`config.mk`:
```
export PLATFORM = sky130hd
export DESIGN_NAME = wb_commit_queue
export DESIGN_NICKNAME = d
export VERILOG_FILES = /design/src/rtl/wb_commit_queue_pkg.sv /design/src/rtl/wb_fifo.sv /design/src/rtl/wb_commit_queue.sv
export SDC_FILE = /design/constraint.sdc
export NUM_CORES = 1
export LEC_CHECK = 0
export CORE_UTILIZATION = 50
export DETAILED_ROUTE_END_ITERATION = 10
export PLACE_DENSITY = 0.83
export SLEW_MARGIN = 20
export SYNTH_ARGS = -nofsm -noshare
export SYNTH_HDL_FRONTEND = slang
export SYNTH_HIERARCHICAL = 1
export SYNTH_SLANG_ARGS = --single-unit
```
`constraint.sdc`:
```
create_clock -name clk_in -period 4.9 [get_ports clk_in]
set_input_delay 0.49 -clock clk_in [delete_from_list [all_inputs] [get_ports clk_in]]
set_output_delay 0.49 -clock clk_in [all_outputs]
set_load 0.01 [all_outputs]
```
`src/rtl/wb_commit_queue_pkg.sv`:
```
// Shared register-file constants for the writeback commit queue and its FIFO.
package wb_commit_queue_pkg;

    localparam int unsigned REG_BUS_W  = 32;
    localparam int unsigned REG_ADDR_W = 5;
    localparam logic        WRITEABLE  = 1'b1;
    localparam logic        RST_ENABLE = 1'b1;
    localparam logic [REG_BUS_W-1:0] ZERO_WORD = '0;
    localparam int unsigned WB_DEPTH   = 4;

endpackage

```
`src/rtl/wb_fifo.sv`:
```
// In-order FIFO with two write ports (slot tail, tail+push0) and one read port,
// exposing per-entry valid/address so the top can build the pending mask.
module wb_fifo #(
    parameter int unsigned DEPTH  = 4,
    parameter int unsigned DATA_W = 32,
    parameter int unsigned ADDR_W = 5,
    localparam int unsigned PTR_W = $clog2(DEPTH),
    localparam int unsigned CNT_W = PTR_W + 1
) (
    input  logic              clk,
    input  logic              rst,
    input  logic              en,
    input  logic              push0,
    input  logic [ADDR_W-1:0] addr0,
    input  logic [DATA_W-1:0] data0,
    input  logic              push1,
    input  logic [ADDR_W-1:0] addr1,
    input  logic [DATA_W-1:0] data1,
    input  logic              pop,
    output logic [ADDR_W-1:0] head_addr,
    output logic [DATA_W-1:0] head_data,
    output logic [CNT_W-1:0]  count,
    output logic [DEPTH-1:0]  entry_valid,
    output logic [ADDR_W-1:0] entry_addr [DEPTH]
);

    logic [ADDR_W-1:0] addr_mem [DEPTH];
    logic [DATA_W-1:0] data_mem [DEPTH];
    logic [DEPTH-1:0]  valid_q;
    logic [PTR_W-1:0]  head;
    logic [PTR_W-1:0]  tail;
    logic [PTR_W-1:0]  slot1;

    // The second write lands directly behind the first, or at tail if the first is absent.
    assign slot1 = tail + PTR_W'(push0);

    always_ff @(posedge clk) begin
        if (rst) begin
            head    <= '0;
            tail    <= '0;
            count   <= '0;
            valid_q <= '0;
        end else if (en) begin
            if (pop) begin
                valid_q[head] <= 1'b0;
                head          <= head + 1'b1;
            end
            if (push0) valid_q[tail]  <= 1'b1;
            if (push1) valid_q[slot1] <= 1'b1;
            tail  <= tail + PTR_W'(push0) + PTR_W'(push1);
            count <= count + CNT_W'(push0) + CNT_W'(push1) - CNT_W'(pop);
        end
    end

    always_ff @(posedge clk) begin
        if (en && push0) begin
            addr_mem[tail] <= addr0;
            data_mem[tail] <= data0;
        end
        if (en && push1) begin
            addr_mem[slot1] <= addr1;
            data_mem[slot1] <= data1;
        end
    end

    assign head_addr   = addr_mem[head];
    assign head_data   = data_mem[head];
    assign entry_valid = valid_q;
    assign entry_addr  = addr_mem;

endmodule

```
`src/rtl/wb_commit_queue.sv`:
```
// Writeback commit queue: merges load and ALU results in program order and
// drains one entry per cycle into the regfile write port.
module wb_commit_queue
    import wb_commit_queue_pkg::*;
#(
    parameter int unsigned DEPTH  = WB_DEPTH,
    parameter int unsigned DATA_W = REG_BUS_W,
    parameter int unsigned ADDR_W = REG_ADDR_W
) (
    input  logic              clk_in,
    input  logic              rst_in,
    input  logic              rdy_in,
    input  logic              ld_valid_in,
    input  logic [ADDR_W-1:0] ld_addr_in,
    input  logic [DATA_W-1:0] ld_data_in,
    output logic              ld_ready_out,
    input  logic              alu_valid_in,
    input  logic [ADDR_W-1:0] alu_addr_in,
    input  logic [DATA_W-1:0] alu_data_in,
    output logic              alu_ready_out,
    output logic              write_or_not,
    output logic [ADDR_W-1:0] writeaddr,
    output logic [DATA_W-1:0] writedata,
    output logic [31:0]       pending_mask
);

    localparam int unsigned CNT_W = $clog2(DEPTH) + 1;
    localparam int unsigned CMP_W = CNT_W + 1;
    localparam logic [CMP_W-1:0] DEPTH_C = CMP_W'(DEPTH);

    logic              rst_act;
    logic              push0;
    logic              push1;
    logic              pop;
    logic [ADDR_W-1:0] head_addr;
    logic [DATA_W-1:0] head_data;
    logic [CNT_W-1:0]  count;
    logic [DEPTH-1:0]  entry_valid;
    logic [ADDR_W-1:0] entry_addr [DEPTH];

    assign rst_act = (rst_in == RST_ENABLE);

    // Readies look only at registered occupancy; a same-edge pop earns no credit.
    assign ld_ready_out  = !rst_act && rdy_in && ({1'b0, count} < DEPTH_C);
    assign alu_ready_out = !rst_act && rdy_in &&
                           (({1'b0, count} + CMP_W'(ld_valid_in)) < DEPTH_C);

    assign push0 = ld_valid_in  && ld_ready_out  && (ld_addr_in  != '0);
    assign push1 = alu_valid_in && alu_ready_out && (alu_addr_in != '0);
    assign pop   = rdy_in && (count != '0);

    wb_fifo #(
        .DEPTH  (DEPTH),
        .DATA_W (DATA_W),
        .ADDR_W (ADDR_W)
    ) u_fifo (
        .clk         (clk_in),
        .rst         (rst_act),
        .en          (rdy_in),
        .push0       (push0),
        .addr0       (ld_addr_in),
        .data0       (ld_data_in),
        .push1       (push1),
        .addr1       (alu_addr_in),
        .data1       (alu_data_in),
        .pop         (pop),
        .head_addr   (head_addr),
        .head_data   (head_data),
        .count       (count),
        .entry_valid (entry_valid),
        .entry_addr  (entry_addr)
    );

    always_ff @(posedge clk_in) begin
        if (rst_act) begin
            write_or_not <= 1'b0;
            writeaddr    <= '0;
            writedata    <= DATA_W'(ZERO_WORD);
        end else if (pop) begin
            write_or_not <= WRITEABLE;
            writeaddr    <= head_addr;
            writedata    <= head_data;
        end else begin
            write_or_not <= 1'b0;
        end
    end

    always_comb begin
        pending_mask = '0;
        if (!rst_act) begin
            for (int unsigned i = 0; i < DEPTH; i++) begin
                if (entry_valid[i]) pending_mask[entry_addr[i]] = 1'b1;
            end
            if (write_or_not) pending_mask[writeaddr] = 1'b1;
            pending_mask[0] = 1'b0;
        end
    end

endmodule

```
Yosys cells after proc, flatten, opt, wreduce, memory -nomap -nowiden
Memory sizes are Yosys's and may differ from the RTL's. A register that Yosys moved wholly into a read port is not among the register bits.
Index checks and enable logic that the tools add are counted.
Word-level totals
  bits in writable memories: 128
  flip-flop bits (word level): 37
  memories kept: 1
  word-level logic and storage cells: 126
Cells by class
  mux-type cells: 49
  $lt $le $gt $ge: 23
  bitwise operators: 11
  reductions and logical operators: 25
  add/subtract/negate cells: 7
Memory list
  u_fifo.data_mem: depth 4, width 32, rd ports 1, clocked after memory_dff 1, write ports 2, RTL line wb_fifo.sv:28  | logic [DATA_W-1:0] data_mem [DEPTH];
Operators by type and width (count)
  32-bit two-way mux: 10
  32-bit OR: 4
  20-bit bitwise mux: 2
  20-bit two-way mux: 2
  5-bit by 6-bit less-than comparator with 1-bit output (second input constant): 5
  4-bit two-way mux: 7
  1-bit demux with 5-bit select: 5
  5-bit by 1-bit >= comparator with 1-bit output (second input constant): 5
  5-bit demux with 2-bit select: 2
  1-bit logical AND: 20
  5-bit two-way mux: 4
  1-bit two-way mux: 13
  5-bit binary-select mux with 2-bit select: 1
  5-bit nonzero test: 2
  3-bit >= comparator (second input constant): 3
  2-bit by 3-bit less-than comparator with 1-bit output (second input constant): 3
  2-bit inverter with 3-bit output: 3
  4-bit OR: 2
  3-bit by 1-bit adder with 3-bit output: 2
  1-bit demux with 2-bit select: 3
  2-bit by 1-bit >= comparator with 1-bit output (second input constant): 3
  3-bit by 1-bit less-than comparator with 1-bit output (second input constant): 2
  2-bit by 1-bit adder with 2-bit output: 2
  3-bit by 1-bit adder with 4-bit output: 1
  other kinds (9): 9

Depth between registers and ports, before layout
  depth after elaboration: 18
  depth in mapped cells: 12

By module
Netlist, hierarchy kept.
By module, submodules not included
  wb_fifo: cells each 483, times used 1, area each 7853.8 µm², seq. area each 4504.3 µm²
  wb_commit_queue: cells each 377, times used 1, area each 2775.2 µm², seq. area each 760.7 µm²

Least setup slack after synthesis
Ideal clock, no wire load.
  path kind: input-to-reg
  start: input ld_addr_in[1]
  end: memory u_fifo.data_mem[1][0], enable pin
  cell stages on the path: 9
  setup slack: 1405 ps
  setup time: 389 ps
  data required time: 4511 ps
  arrival: 3106 ps
  cells stage by stage: or3_1 > o311a_1 > ha_1 > nand3_1 > buf_2 > or2_1 > buf_4 > buf_6 > nand2_1
RTL lines
  from (decl): RTL line wb_commit_queue.sv:14  | input logic [ADDR_W-1:0] ld_addr_in,
  to (decl): RTL line wb_fifo.sv:28

==> flow_summary_export.csv <==
group,metric,value,unit
drt,drt_iter0_markers,765,
timing,timing.final.crit_share,72.8,%
run_status,outcome,"complete, no violations",
pwr,internal_power,3.29,mW
clocking,cts_tree,"yes",
layout,fillCellCount,1562,
pwr,pwr-share-seq,45.2,%
flow_run,maxCapViolCount,0,
clocking,clock_latency,0.44,ns
global_routing,grt_pass1_vias,7927,
floorplanning,die_y,148,um
floorplanning,dieArea,21800,sq um
pwr,combPwrFrac,25.4,%
yosys,synth_cell_types,48,
pwr,ir_drop,0.268,mV
clocking,cts_hold_buffers,0,
placement,dpl_worst_slack,0.944,ns
worst_setup_path,cp-start-kind,"primary input",
drt,drc,0,
yosys,syn_inst,860,
layout,drive_gt1_share,24.6,%
layout,areaGrowthSynthToFinish,21.2,%
clocking,clkTransAtPathRegs,0.08,ns
pwr,p_clk_share,29.4,%
timing,final.min_clock_period,3.57,ns
worst_setup_path,critPathSlowestCell,"clkdlybuf4s50_1",
drt,drt-pass1-iter-count,5,
clocking,postCtsSetupBuffers,0,
global_routing,antenna_found_initial,2,
yosys,synth_area_per_cell,12.4,sq um
yosys,synth.top_cell.area_share,36.2,%
floorplanning,io_pins,151,
yosys,synthesis.nets,948,
global_routing,grt_start_max_net_pins,45,
yosys,async_reset_ff_share,0,%
drt,routed_via_density,6.33,
timing,fin_skew,0.0172,ns
clocking,cts_sinks,199,
pwr,leakagePower,4.21,nW
timing,rsz0062_at_grt,"no",
floorplanning,core-area,20600,sq um
worst_setup_path,cp_max_fo,32,
yosys,yosysSeqAreaShare,49.5,%
timing,slew_violations,0,
yosys,synth_edf_count,128,
pwr,p_sw_share,32.1,%
hold_path,min_path_type,"reg2reg",
global_routing,grt_pass1_wl,44900,um
worst_setup_path,critPathKind,"in2reg",
floorplanning,start_util,51.7,%
drt,totalWireLength,29100,um
timing,tightest_slew,0.942,ns
global_routing,grt_overflow,0,
layout,instances_no_fill,1264,
clocking,cts_root_buf,"clkbuf_16",
yosys,ys.flop_type,"edfxtp_1",
drt,wire_per_inst,23.0,um
timing,finalHoldViolCount,0,
drt,num_vias,7997,
timing,max_freq,280,MHz
yosys,synth_area_leaders,"edfxtp_1 (36%), mux2_2 (14%), dfxtp_1 (13%)",
clocking,ctsResizeCount,0,
floorplanning,rows,52,
clocking,h-tree-depth,4,
yosys,post-synth-top-area-cell,"edfxtp_1",
clocking,numCtsBuffers,17,
pwr,power_density,376,nW/um^2
worst_setup_path,cp.arrival,3.75,ns
placement,io_buffers,149,
floorplanning,fp.dieW,148,um
worst_setup_path,crit_required,5.09,ns
placement,dp_hpwl,18800,um
global_routing,grt_usage,27.0,%
clocking,cts.path.max_buffers,2,
timing,setup_viol_count_final,0,
worst_setup_path,crit_chain,"clkdlybuf4s50_1 -> or3_1 -> o311a_1 -> ha_1 -> nand3_1 -> or2_2 -> buf_4 -> mux2_2",
yosys,yosys_warnings,6,
timing,final.setup.tns,0,ns
placement,gp_congestion,0.965,
yosys,synth-seq-cells,199,
timing,relSlewSlack,37.2,%
worst_setup_path,slowest_delay,0.50,ns
yosys,synth_area,10600,sq um
placement,dp_cells,1231,
pwr,switching_power,1.55,mW
worst_setup_path,crit_path_end_kind,"register",
timing,setup_slack,1.33,ns
drt,final_antenna_net_count,0,
layout,fin_nets,1068,
[kinds of logic after synthesis]
group                    Yosys count  share of synthesized area (%)
AO/OA/AOI/OAI                    161                           9.72
buffers and inverters             74                           3.47
other                              1                         0.0353
multiplexers                     191                           24.1
XOR/XNOR                           5                          0.412
AND/OR/NAND/NOR                  220                           11.6
flip-flops                       199                           49.5
adder cells (fa/ha/maj)            9                           1.20
[metal layers]
| layer | GRT usage [%] | share of wire [%] | vias to the layer above |
|---|---|---|---|
| li1 | - | - | 3587 |
| met1 | 36.7 | 43 | 3958 |
| met2 | 43.7 | 48 | 408 |
| met3 | 5.22 | 7.6 | 44 |
| met4 | 8.66 | 1.9 | 0 |
| met5 | 0 | 0 | - |
[sequential cells by signal, summed over array words and instances, names as in the netlist, named ones only]
signal and flops:
u_fifo/data_mem 128, u_fifo/entry_addr 20, u_fifo/count 3, u_fifo/head 2, u_fifo/tail 2, writeaddr 5
write_or_not 1, writedata 32, u_fifo/entry_valid 4
[cell usage after synthesis (9+ instances only)]
cell type / n
mux2_2: 129
buf_2: 22
o21ai_0: 11
mux4_2: 37
mux2i_1: 20
a22oi_1: 62
dfxtp_1: 71
edfxtp_1: 128
clkbuf_1: 27
a21oi_1: 49
a31oi_1: 35
nor2b_1: 10
nor3_1: 10
nand3_1: 14
and4bb_2: 15
inv_1: 9
nand2_1: 114
and4b_1: 15
nor2_1: 12
[power groups by stage]
stage,Sequential [mW],Combinational (mW),Clock [mW]
finish,2.19,1.23,1.42
global route,2.21,1.32,1.51
CTS,2.18,1.23,1.44
detailed placement,2.22,1.22,0
global placement,2.21,1.20,0
floorplan,2.18,0.735,0
[metrics by stage]
stage	utilization [%]	hold WS, ns	instance area, sq um	total power [mW]
after floorplan	-	0.481	10600	2.91
after global placement	59.7	0.444	12300	3.40
after detailed placement	59.7	0.446	12300	3.43
after CTS	62.6	0.457	12900	4.85
after global routing	62.6	0.476	12900	5.04
final	62.7	0.454	12900	4.84
[worst paths after layout]
path              slack (ns)                         start                         endpoint  cells past startpoint
hold / removal          0.45    writedata[23]$_SDFFE_PP0P_       writedata[23]$_SDFFE_PP0P_                      2
setup / recovery        1.33                 ld_addr_in[1]  u_fifo/data_mem[1][1]$_DFFE_PP_                      8
hold reg to reg         0.45    writedata[23]$_SDFFE_PP0P_       writedata[23]$_SDFFE_PP0P_                      2
setup reg to reg        1.78  u_fifo/count[2]$_SDFFE_PP0P_     u_fifo/count[2]$_SDFFE_PP0P_                     11
[worst max-delay path, delay by kind of cell]
| kind | cells | cell delay (ns) |
|---|---|---|
| AND/OR/NAND/NOR | 3 | 1.23 |
| AO/OA/AOI/OAI | 1 | 0.40 |
| buffers and inverters | 2 | 0.80 |
| multiplexers | 1 | 0.35 |
| adder cells (fa/ha/maj) | 1 | 0.44 |
[cells in the final DEF, fill, tap and decap left out, types with 4 or more instances in the layout]
master / count
clkdlybuf4s50_1: 148
mux2_2: 129
edfxtp_1: 128
nand2_1: 114
dfxtp_1: 69
a22oi_1: 62
a21oi_1: 49
mux4_2: 37
a31oi_1: 35
mux2i_1: 20
clkbuf_16: 17
buf_4: 16
and4b_1: 15
and4bb_2: 15
nand3_1: 14
nor2_1: 12
o21ai_0: 11
nor2b_1: 10
nor3_1: 10
inv_1: 8
ha_1: 7
and2_1: 5
and4_1: 5
nor4b_1: 5
inv_8: 5
mux2_4: 4
[area by class of cell]
cell class	instances	area (sq um)	area share [%]
diodes	1	2.50	0.0194
clock buffers	17	425	3.30
clock inverters	15	184	1.43
inverters	9	33.8	0.262
multi-input cells	587	5000	38.8
flip-flops and latches	199	5270	40.9
well taps	270	338	2.62
repair buffers	166	1630	12.6
No activity file was read; power rests on OpenSTA's default activity.
